`config.mk`:
```
export PLATFORM = sky130hd
export DESIGN_NAME = text_vram_fetch_flat
export DESIGN_NICKNAME = d
export VERILOG_FILES = /design/src/rtl/text_vram_fetch_if.sv /design/src/rtl/text_vram_fetch.sv /design/src/flat_wrapper.sv
export SDC_FILE = /design/constraint.sdc
export NUM_CORES = 1
export LEC_CHECK = 0
export CAP_MARGIN = 20
export CELL_PAD_IN_SITES_DETAIL_PLACEMENT = 0
export CELL_PAD_IN_SITES_GLOBAL_PLACEMENT = 1
export CORE_UTILIZATION = 35
export CTS_CLUSTER_SIZE = 40
export DETAILED_ROUTE_END_ITERATION = 8
export GPL_ROUTABILITY_DRIVEN = 0
export GPL_TIMING_DRIVEN = 0
export PLACE_DENSITY_LB_ADDON = 0.08
export SETUP_SLACK_MARGIN = 0.4
export SYNTH_ARGS = -nofsm -noshare
export SYNTH_HDL_FRONTEND = slang
export SYNTH_SLANG_ARGS = --single-unit
```
`constraint.sdc`:
```
create_clock -name Clk -period 3.1 [get_ports Clk]
set_input_delay 0.62 -clock Clk [delete_from_list [all_inputs] [get_ports Clk]]
set_output_delay 0.62 -clock Clk [all_outputs]
set_load 0.02 [all_outputs]
```
`src/rtl/text_vram_fetch_if.sv`:
```
// Signal bundle between the VGA timing generator, the VRAM read port and the color mapper.
// The master modport is the fetch block; the slave modport is its environment.
interface text_vram_fetch_if;
  logic [9:0]  DrawX;
  logic [9:0]  DrawY;
  logic        vde;
  logic        hsync;
  logic        vsync;
  logic [10:0] vram_addr;
  logic        vram_rd_en;
  logic [31:0] vram_rdata;
  logic [15:0] draw_code;
  logic [9:0]  DrawX_d;
  logic [9:0]  DrawY_d;
  logic        vde_d;
  logic        hsync_d;
  logic        vsync_d;

  modport master (
    input  DrawX, DrawY, vde, hsync, vsync, vram_rdata,
    output vram_addr, vram_rd_en, draw_code, DrawX_d, DrawY_d, vde_d, hsync_d, vsync_d
  );

  modport slave (
    output DrawX, DrawY, vde, hsync, vsync, vram_rdata,
    input  vram_addr, vram_rd_en, draw_code, DrawX_d, DrawY_d, vde_d, hsync_d, vsync_d
  );
endinterface

```
`src/rtl/text_vram_fetch.sv`:
```
// Text-mode VRAM fetch: pixel coordinates -> VRAM word reads -> 16-bit draw_code, timing delayed RD_LAT+1.
// Optional blinking cursor inversion is enabled with the TEXT_CURSOR_EN macro.
module text_vram_fetch #(
  parameter int RD_LAT = 2,
  parameter int COLS   = 80,
  parameter int ROWS   = 30
) (
  input  logic             Clk,
  input  logic             Reset,
`ifdef TEXT_CURSOR_EN
  input  logic [6:0]       cursor_col,
  input  logic [4:0]       cursor_row,
  input  logic [0:0]       cursor_on,
`endif
  text_vram_fetch_if.master bus
);

  localparam int         STAGES = RD_LAT + 1;
  localparam int         LS     = STAGES - 1;
  localparam logic [9:0] H_ACT  = 10'(COLS * 8);
  localparam logic [9:0] V_ACT  = 10'(ROWS * 16);

  logic [6:0]  w_col;
  logic [5:0]  w_row;
  logic [11:0] w_idx;
  logic        w_inrange;

  // idx = row*80 + col, built from shifts
  always_comb begin
    w_col     = bus.DrawX[9:3];
    w_row     = bus.DrawY[9:4];
    w_idx     = ({6'd0, w_row} << 6) + ({6'd0, w_row} << 4) + {5'd0, w_col};
    w_inrange = bus.vde && (bus.DrawX < H_ACT) && (bus.DrawY < V_ACT);
  end

  logic [10:0]       r_addr_p0;
  logic [9:0]        r_x_p [STAGES];
  logic [9:0]        r_y_p [STAGES];
  logic [STAGES-1:0] r_vde_p;
  logic [STAGES-1:0] r_hs_p;
  logic [STAGES-1:0] r_vs_p;
  logic [STAGES-1:0] r_half_p;
  logic [STAGES-1:0] r_inr_p;

  // Stage 0: address issue; stages 1..LS: delay line matching the BRAM latency
  always_ff @(posedge Clk or posedge Reset) begin
    if (Reset) begin
      r_addr_p0 <= '0;
      r_vde_p   <= '0;
      r_hs_p    <= '0;
      r_vs_p    <= '0;
      r_half_p  <= '0;
      r_inr_p   <= '0;
      for (int i = 0; i < STAGES; i++) begin
        r_x_p[i] <= '0;
        r_y_p[i] <= '0;
      end
    end else begin
      if (w_inrange)
        r_addr_p0 <= w_idx[11:1];
      r_x_p[0] <= bus.DrawX;
      r_y_p[0] <= bus.DrawY;
      for (int i = 1; i < STAGES; i++) begin
        r_x_p[i] <= r_x_p[i-1];
        r_y_p[i] <= r_y_p[i-1];
      end
      r_vde_p  <= {r_vde_p[STAGES-2:0],  bus.vde};
      r_hs_p   <= {r_hs_p[STAGES-2:0],   bus.hsync};
      r_vs_p   <= {r_vs_p[STAGES-2:0],   bus.vsync};
      r_half_p <= {r_half_p[STAGES-2:0], w_idx[0]};
      r_inr_p  <= {r_inr_p[STAGES-2:0],  w_inrange};
    end
  end

  // Output stage: half-word select, gated so flushed or out-of-range reads give blank
  logic [15:0] w_code_raw;
  always_comb begin
    w_code_raw = 16'h0000;
    if (r_inr_p[LS])
      w_code_raw = r_half_p[LS] ? bus.vram_rdata[31:16] : bus.vram_rdata[15:0];
  end

`ifdef TEXT_CURSOR_EN
  logic       r_vs_q;
  logic [5:0] r_frame_cnt;
  logic       w_cur_hit;

  always_ff @(posedge Clk or posedge Reset) begin
    if (Reset) begin
      r_vs_q      <= 1'b0;
      r_frame_cnt <= '0;
    end else begin
      r_vs_q <= bus.vsync;
      if (r_vs_q && !bus.vsync)
        r_frame_cnt <= r_frame_cnt + 6'd1;
    end
  end

  // Blink phase is the counter MSB: 32 frames on, 32 frames off
  always_comb begin
    w_cur_hit = cursor_on[0] && r_frame_cnt[5] &&
                (r_x_p[LS][9:3] == cursor_col) &&
                (r_y_p[LS][9:4] == {1'b0, cursor_row});
  end

  assign bus.draw_code = {w_code_raw[15] ^ w_cur_hit, w_code_raw[14:0]};
`else
  assign bus.draw_code = w_code_raw;
`endif

  assign bus.vram_addr  = r_addr_p0;
  assign bus.vram_rd_en = r_inr_p[0];
  assign bus.DrawX_d    = r_x_p[LS];
  assign bus.DrawY_d    = r_y_p[LS];
  assign bus.vde_d      = r_vde_p[LS];
  assign bus.hsync_d    = r_hs_p[LS];
  assign bus.vsync_d    = r_vs_p[LS];

endmodule
```
`src/flat_wrapper.sv`:
```
// flat-port wrapper written by rule: the top's interface ports become plain ports
module text_vram_fetch_flat 
#(
  parameter int RD_LAT = 2,
  parameter int COLS   = 80,
  parameter int ROWS   = 30
)
  (Clk, Reset, bus_DrawX, bus_DrawY, bus_vde, bus_hsync, bus_vsync, bus_vram_rdata, bus_vram_addr, bus_vram_rd_en, bus_draw_code, bus_DrawX_d, bus_DrawY_d, bus_vde_d, bus_hsync_d, bus_vsync_d);
  text_vram_fetch_if bus_i ();
  input  logic Clk;
  input  logic Reset;
  input wire logic [$bits(bus_i.DrawX)-1:0] bus_DrawX;
  input wire logic [$bits(bus_i.DrawY)-1:0] bus_DrawY;
  input wire logic [$bits(bus_i.vde)-1:0] bus_vde;
  input wire logic [$bits(bus_i.hsync)-1:0] bus_hsync;
  input wire logic [$bits(bus_i.vsync)-1:0] bus_vsync;
  input wire logic [$bits(bus_i.vram_rdata)-1:0] bus_vram_rdata;
  output wire logic [$bits(bus_i.vram_addr)-1:0] bus_vram_addr;
  output wire logic [$bits(bus_i.vram_rd_en)-1:0] bus_vram_rd_en;
  output wire logic [$bits(bus_i.draw_code)-1:0] bus_draw_code;
  output wire logic [$bits(bus_i.DrawX_d)-1:0] bus_DrawX_d;
  output wire logic [$bits(bus_i.DrawY_d)-1:0] bus_DrawY_d;
  output wire logic [$bits(bus_i.vde_d)-1:0] bus_vde_d;
  output wire logic [$bits(bus_i.hsync_d)-1:0] bus_hsync_d;
  output wire logic [$bits(bus_i.vsync_d)-1:0] bus_vsync_d;
  assign bus_i.DrawX = bus_DrawX;
  assign bus_i.DrawY = bus_DrawY;
  assign bus_i.vde = bus_vde;
  assign bus_i.hsync = bus_hsync;
  assign bus_i.vsync = bus_vsync;
  assign bus_i.vram_rdata = bus_vram_rdata;
  assign bus_vram_addr = bus_i.vram_addr;
  assign bus_vram_rd_en = bus_i.vram_rd_en;
  assign bus_draw_code = bus_i.draw_code;
  assign bus_DrawX_d = bus_i.DrawX_d;
  assign bus_DrawY_d = bus_i.DrawY_d;
  assign bus_vde_d = bus_i.vde_d;
  assign bus_hsync_d = bus_i.hsync_d;
  assign bus_vsync_d = bus_i.vsync_d;
  text_vram_fetch #(.RD_LAT(RD_LAT), .COLS(COLS), .ROWS(ROWS)) u_core (.Clk(Clk), .Reset(Reset), .bus(bus_i));
endmodule
```
==> Word-level counts from Yosys, hierarchy flattened <==
Cells that the tools add are included.
{ "word_totals": {"ff_bits": 86, "elab_cells": 20} }
{ "op_classes": {"muxes": 2, "n_addsub": 2, "order_cmp": 2, "n_reduce_logical": 2} }
{ "ops": {"columns": ["operator", "n"], "rows": [
  ["16-bit 2-to-1 mux", 2],
  ["12-bit by 10-bit adder with 12-bit output", 1],
  ["12-bit by 7-bit adder with 12-bit output", 1],
  ["10-bit less-than comparator, second input constant", 1],
  ["10-bit by 9-bit less-than comparator with 1-bit output, second input constant", 1],
  ["1-bit logical AND", 2]
]} }

==> Logic depth before layout (Yosys ltp) <==
{ "logic_depth": {"depth_word": 3, "mapped_depth": 8} }

==> Worst setup path after synthesis <==
No wires, ideal clock.
{ "synth_path": {"kind": "in2reg", "startpoint": "in bus_DrawY[4]", "endpoint": "reg u_core.r_addr_p0[9], in the netlist u_core.bus.vram_addr[9]", "required_time_ps": 2974, "setup_ps": 126, "t_arrival_ps": 2386, "cell_stages": 8, "n_path_buf": 0, "slack_ps": 588, "path_cell_list": "inv_1 fa_1 inv_1 ha_1 a211oi_2 o21bai_1 a21o_2 a221o_1"} }
{ "synth_between": {"elab_chain_cells": 2, "word_cells_on_any_way": 4, "cone_classes": "add/sub (2); order compare (1); reduce/logical (1)"} }
{ "synth_rtl": {"columns": ["element", "line", "rtl"], "rows": [
  ["start: declaration", "flat_wrapper.sv:13", "input wire logic [$bits(bus_i.DrawY)-1:0] bus_DrawY;"],
  ["12-bit by 10-bit adder with 12-bit output / 10-bit by 9-bit less-than comparator with 1-bit output (equally long branches)", "text_vram_fetch.sv:32, text_vram_fetch.sv:33", null],
  ["12-bit by 7-bit adder with 12-bit output / 1-bit logical AND (equally long branches)", "text_vram_fetch.sv:32, text_vram_fetch.sv:33", null],
  ["end signal: assignment", "text_vram_fetch.sv:60", "r_addr_p0 <= w_idx[11:1];"],
  ["end: declaration", "text_vram_fetch.sv:36", "logic [10:0] r_addr_p0;"]
]} }
Several ways; a longest one is shown, not always the timed one.
A chain may end at the register's enable or synchronous reset.

==> metrics.md <==
| Metric | Value |
|---|---|
| DRC Markers | 0 |
| Die Height | 94.74 µm |
| Antenna cells | 0 |
| Synth unique cells | 30 |
| Post-DP HPWL | 4082 µm |
| Row cnt | 33 |
| CTS Sinks | 83 |
| Routed wire length | 5388 µm |
| Synth top area share | 0.6899 |
| Die area | 0.008976 mm² |
| Worst setup EP type | primary output |
| Reg clk slew, reported paths | 0.08 ns |
| Clk_skew | 0.008173 ns |
| Number of nets with antenna violations after routing | 0 |
| Slew Limit Fails | 0 |
| Worst hold slack | 0.3461 ns |
| Die width | 94.74 µm |
| Clock Tree Buf Depth | 2 |
| Critical path class | reg2out |
| Sequential fraction of the synthesis area | 0.6899 |
| Relative slew slack | 0.4122 |
| Cts bufs inserted | 9 |
| Layout cells sized above 1 | 0.1646 |
| Final Net Count | 388 |
| Root Driver | clkbuf_8 |
| Post-Syn Nets | 268 |
| Hold WC Path Type | reg2reg |
| Pwr Density | 556.1 mW/mm² |
| Required time of the critical path | 2.48 ns |
| Leakage | 2.096 nW |
| Largest net degree at the start of global routing | 43 |
| Core Box Area | 0.008258 mm² |
| H-tree Lvls | 3 |
| Tot GR Track Use | 0.1283 |
| Least-Margin Pin Slew | 0.8798 ns |
| Routed wire per std cell | 12.62 µm |
| Post-synth EDFFs | 0 |
| Vias in the first global route | 1782 |
| Max Clk Rate | 388.5 MHz |
| Slowest cell on the critical path | clkdlybuf4s50_1 |
| Post-CTS Hold Buffers | 0 |
| Yosys warns | 0 |
| Most frequent cells in the layout | clkdlybuf4s50_1, dfrtp_1, buf_4 |
| Post-synth ARST share | 1.000 |
| Total grt overflow | 0 |
| Tmin final | 2.574 ns |
| Top_reg_cell synth | dfrtp_1 |
| Worst skew pair latency | 0.34 ns |
| I/O Buffers | 107 |
| Synth Instances | 198 |
| Status | finished clean |
| Critical path data arrival time | 1.95 ns |
| Max VDD drop | 332.6 µV |
| RSZ-0062 raised after global routing | false |
| Initial antenna violation count | 0 |
| CTS tree | built |
| Post-route cell area | 0.004483 mm² |
| Yosys top cell by area | dfrtp_1 |
| Synth-to-Final Area Change | 48.92% |
| Dpl cell area | 0.004237 mm² |
| Synth area leaders | dfrtp_1, mux2i_1, buf_4 |
| Leading cell type in the layout, fill and taps excluded | clkdlybuf4s50_1 |
| First-pass GRT wire length | 8438 µm |
| Starting Density | 0.3645 |
| I/O pins | 108 |
| Register bit total from synthesis | 83 |
| Final Hold Vio Count | 0 |
| Worst-path cell chain | buf_2, buf_6, mux2i_1, nor2b_1, clkdlybuf4s50_1 |
| Synth Cell Area | 0.003010 mm² |
| Critical path's largest stage delay | 0.53 ns |
| Max capacitance violation total | 0 |
| Setup Viol. Count Final | 0 |
| Crit-path max FO | 10 |
| Initial DRC count | 86 |
| Final period utilization | 0.8303 |
| Vias per cell | 4.204 |
| Worst setup SP type | register |
| DR vias | 1795 |
| Mapped Avg Cell Area | 15.20 µm² |
| Drt pass-1 iters | 6 |
-- repair_timing --
item / in CTS / in global routing
buffers inserted: 1 / 0
pin swaps: 2 / 4
hold endpoints to repair: 0 / 0
gates resized for setup: 2 / 7
endpoints found under the setup margin: 1 / 11
-- state kept, by name, indices dropped and copies added (netlist names) --
register / cells
u_core.bus.DrawX_d: 10
u_core.bus.DrawY_d: 10
u_core.bus.vram_addr: 11
u_core.r_hs_p: 3
u_core.r_inr_p: 3
u_core.r_vde_p: 3
u_core.r_vs_p: 3
u_core.r_x_p: 20
u_core.r_y_p: 20
-- critical path, delay by kind of cell, from the launching register on --
family        cells  cell delay [ns]
flops             1             0.34
mux               1             0.24
buf+inv           3             0.96
simple gates      1             0.07
-- logic make-up (layout without fill, tap and decap cells) --
| group | Yosys count | after routing | share of synthesized area |
|---|---|---|---|
| adder cells (fa/ha/maj) | 13 | 13 | 0.05902 |
| buffers and inverters | 34 | 158 | 0.07149 |
| AO/OA/AOI/OAI | 19 | 19 | 0.04780 |
| flip-flops | 83 | 83 | 0.6899 |
| XOR/XNOR | 2 | 2 | 0.005820 |
| AND/OR/NAND/NOR | 26 | 26 | 0.05403 |
| multiplexers | 21 | 21 | 0.07190 |
-- where the power goes --
part           internal [mW]  total, mW  switching, mW  leakage [nW]
logic                  0.249      0.456          0.206          1.01
registers               1.16       1.19         0.0291         0.977
clock network          0.475      0.844          0.369         0.109
total                   1.89       2.49          0.604          2.10
-- final timing paths --
path,from,to,slack (ns),cells past startpoint
worst max-delay path,u_core.bus.DrawX_d[3]$_DFF_PP0_,bus_draw_code[6],0.53,5
worst min-delay path,u_core.r_y_p[22]$_DFF_PP0_,u_core.r_y_p[12]$_DFF_PP0_,0.35,0
worst max register to register,u_core.bus.vram_addr[9]$_DFFE_PP0P_,u_core.bus.vram_addr[9]$_DFFE_PP0P_,2.29,1
worst min register to register,u_core.r_y_p[22]$_DFF_PP0_,u_core.r_y_p[12]$_DFF_PP0_,0.35,0
max in group asynchronous,Reset,u_core.r_y_p[26]$_DFF_PP0_,1.61,3
min in group asynchronous,Reset,u_core.bus.DrawY_d[0]$_DFF_PP0_,0.80,2
-- cells in the mapped netlist, types with 2 or more instances --
cell type / count
nand2_1: 4
a21o_2: 2
o21ai_0: 4
o21a_1: 2
ha_1: 11
nor2b_1: 17
mux2_2: 5
xor2_1: 2
mux2i_1: 16
dfrtp_1: 83
a31oi_1: 2
fa_1: 2
a21oi_1: 2
inv_1: 10
buf_4: 21
-- layout make-up --
cell class                      count  area (µm²)
Fill cell                         712        3775
Timing Repair Buffer              109        1111
Tap cell                          105       131.4
Clock buffer                       10       137.6
Buffer                             24       181.4
Inverter                           10       41.29
Multi-Input combinational cell     81       718.2
Sequential cell                    83        2077
Clock inverter                      5       85.08
-- through the flow --
stage | utilization | power [mW] | TNS (ns) | cells | worst slack [ns]
6_report | 0.5429 | 2.493 | 0 | 427 | 0.5262
5_1_grt | 0.5429 | 2.625 | 0 | 427 | 0.4268
4_1_cts | 0.5406 | 2.535 | 0 | 427 | 0.4311
3_5_place_dp | 0.5130 | 1.676 | -0.1105 | 411 | -0.1105
3_3_place_gp | 0.5106 | 1.670 | -0.1058 | 410 | -0.1058
2_1_floorplan | - | 1.442 | 0 | 198 | 0.5881
-- metal layers --
layer / part of all wire / global-route usage / vias up
met5: 0 / 0 / -
met4: 0.013 / 0.06061 / 0
met3: 0.12 / 0.05878 / 8
met2: 0.45 / 0.2014 / 85
met1: 0.42 / 0.1492 / 830
li1: - / - / 872
Power figures use the tool's default switching activity.
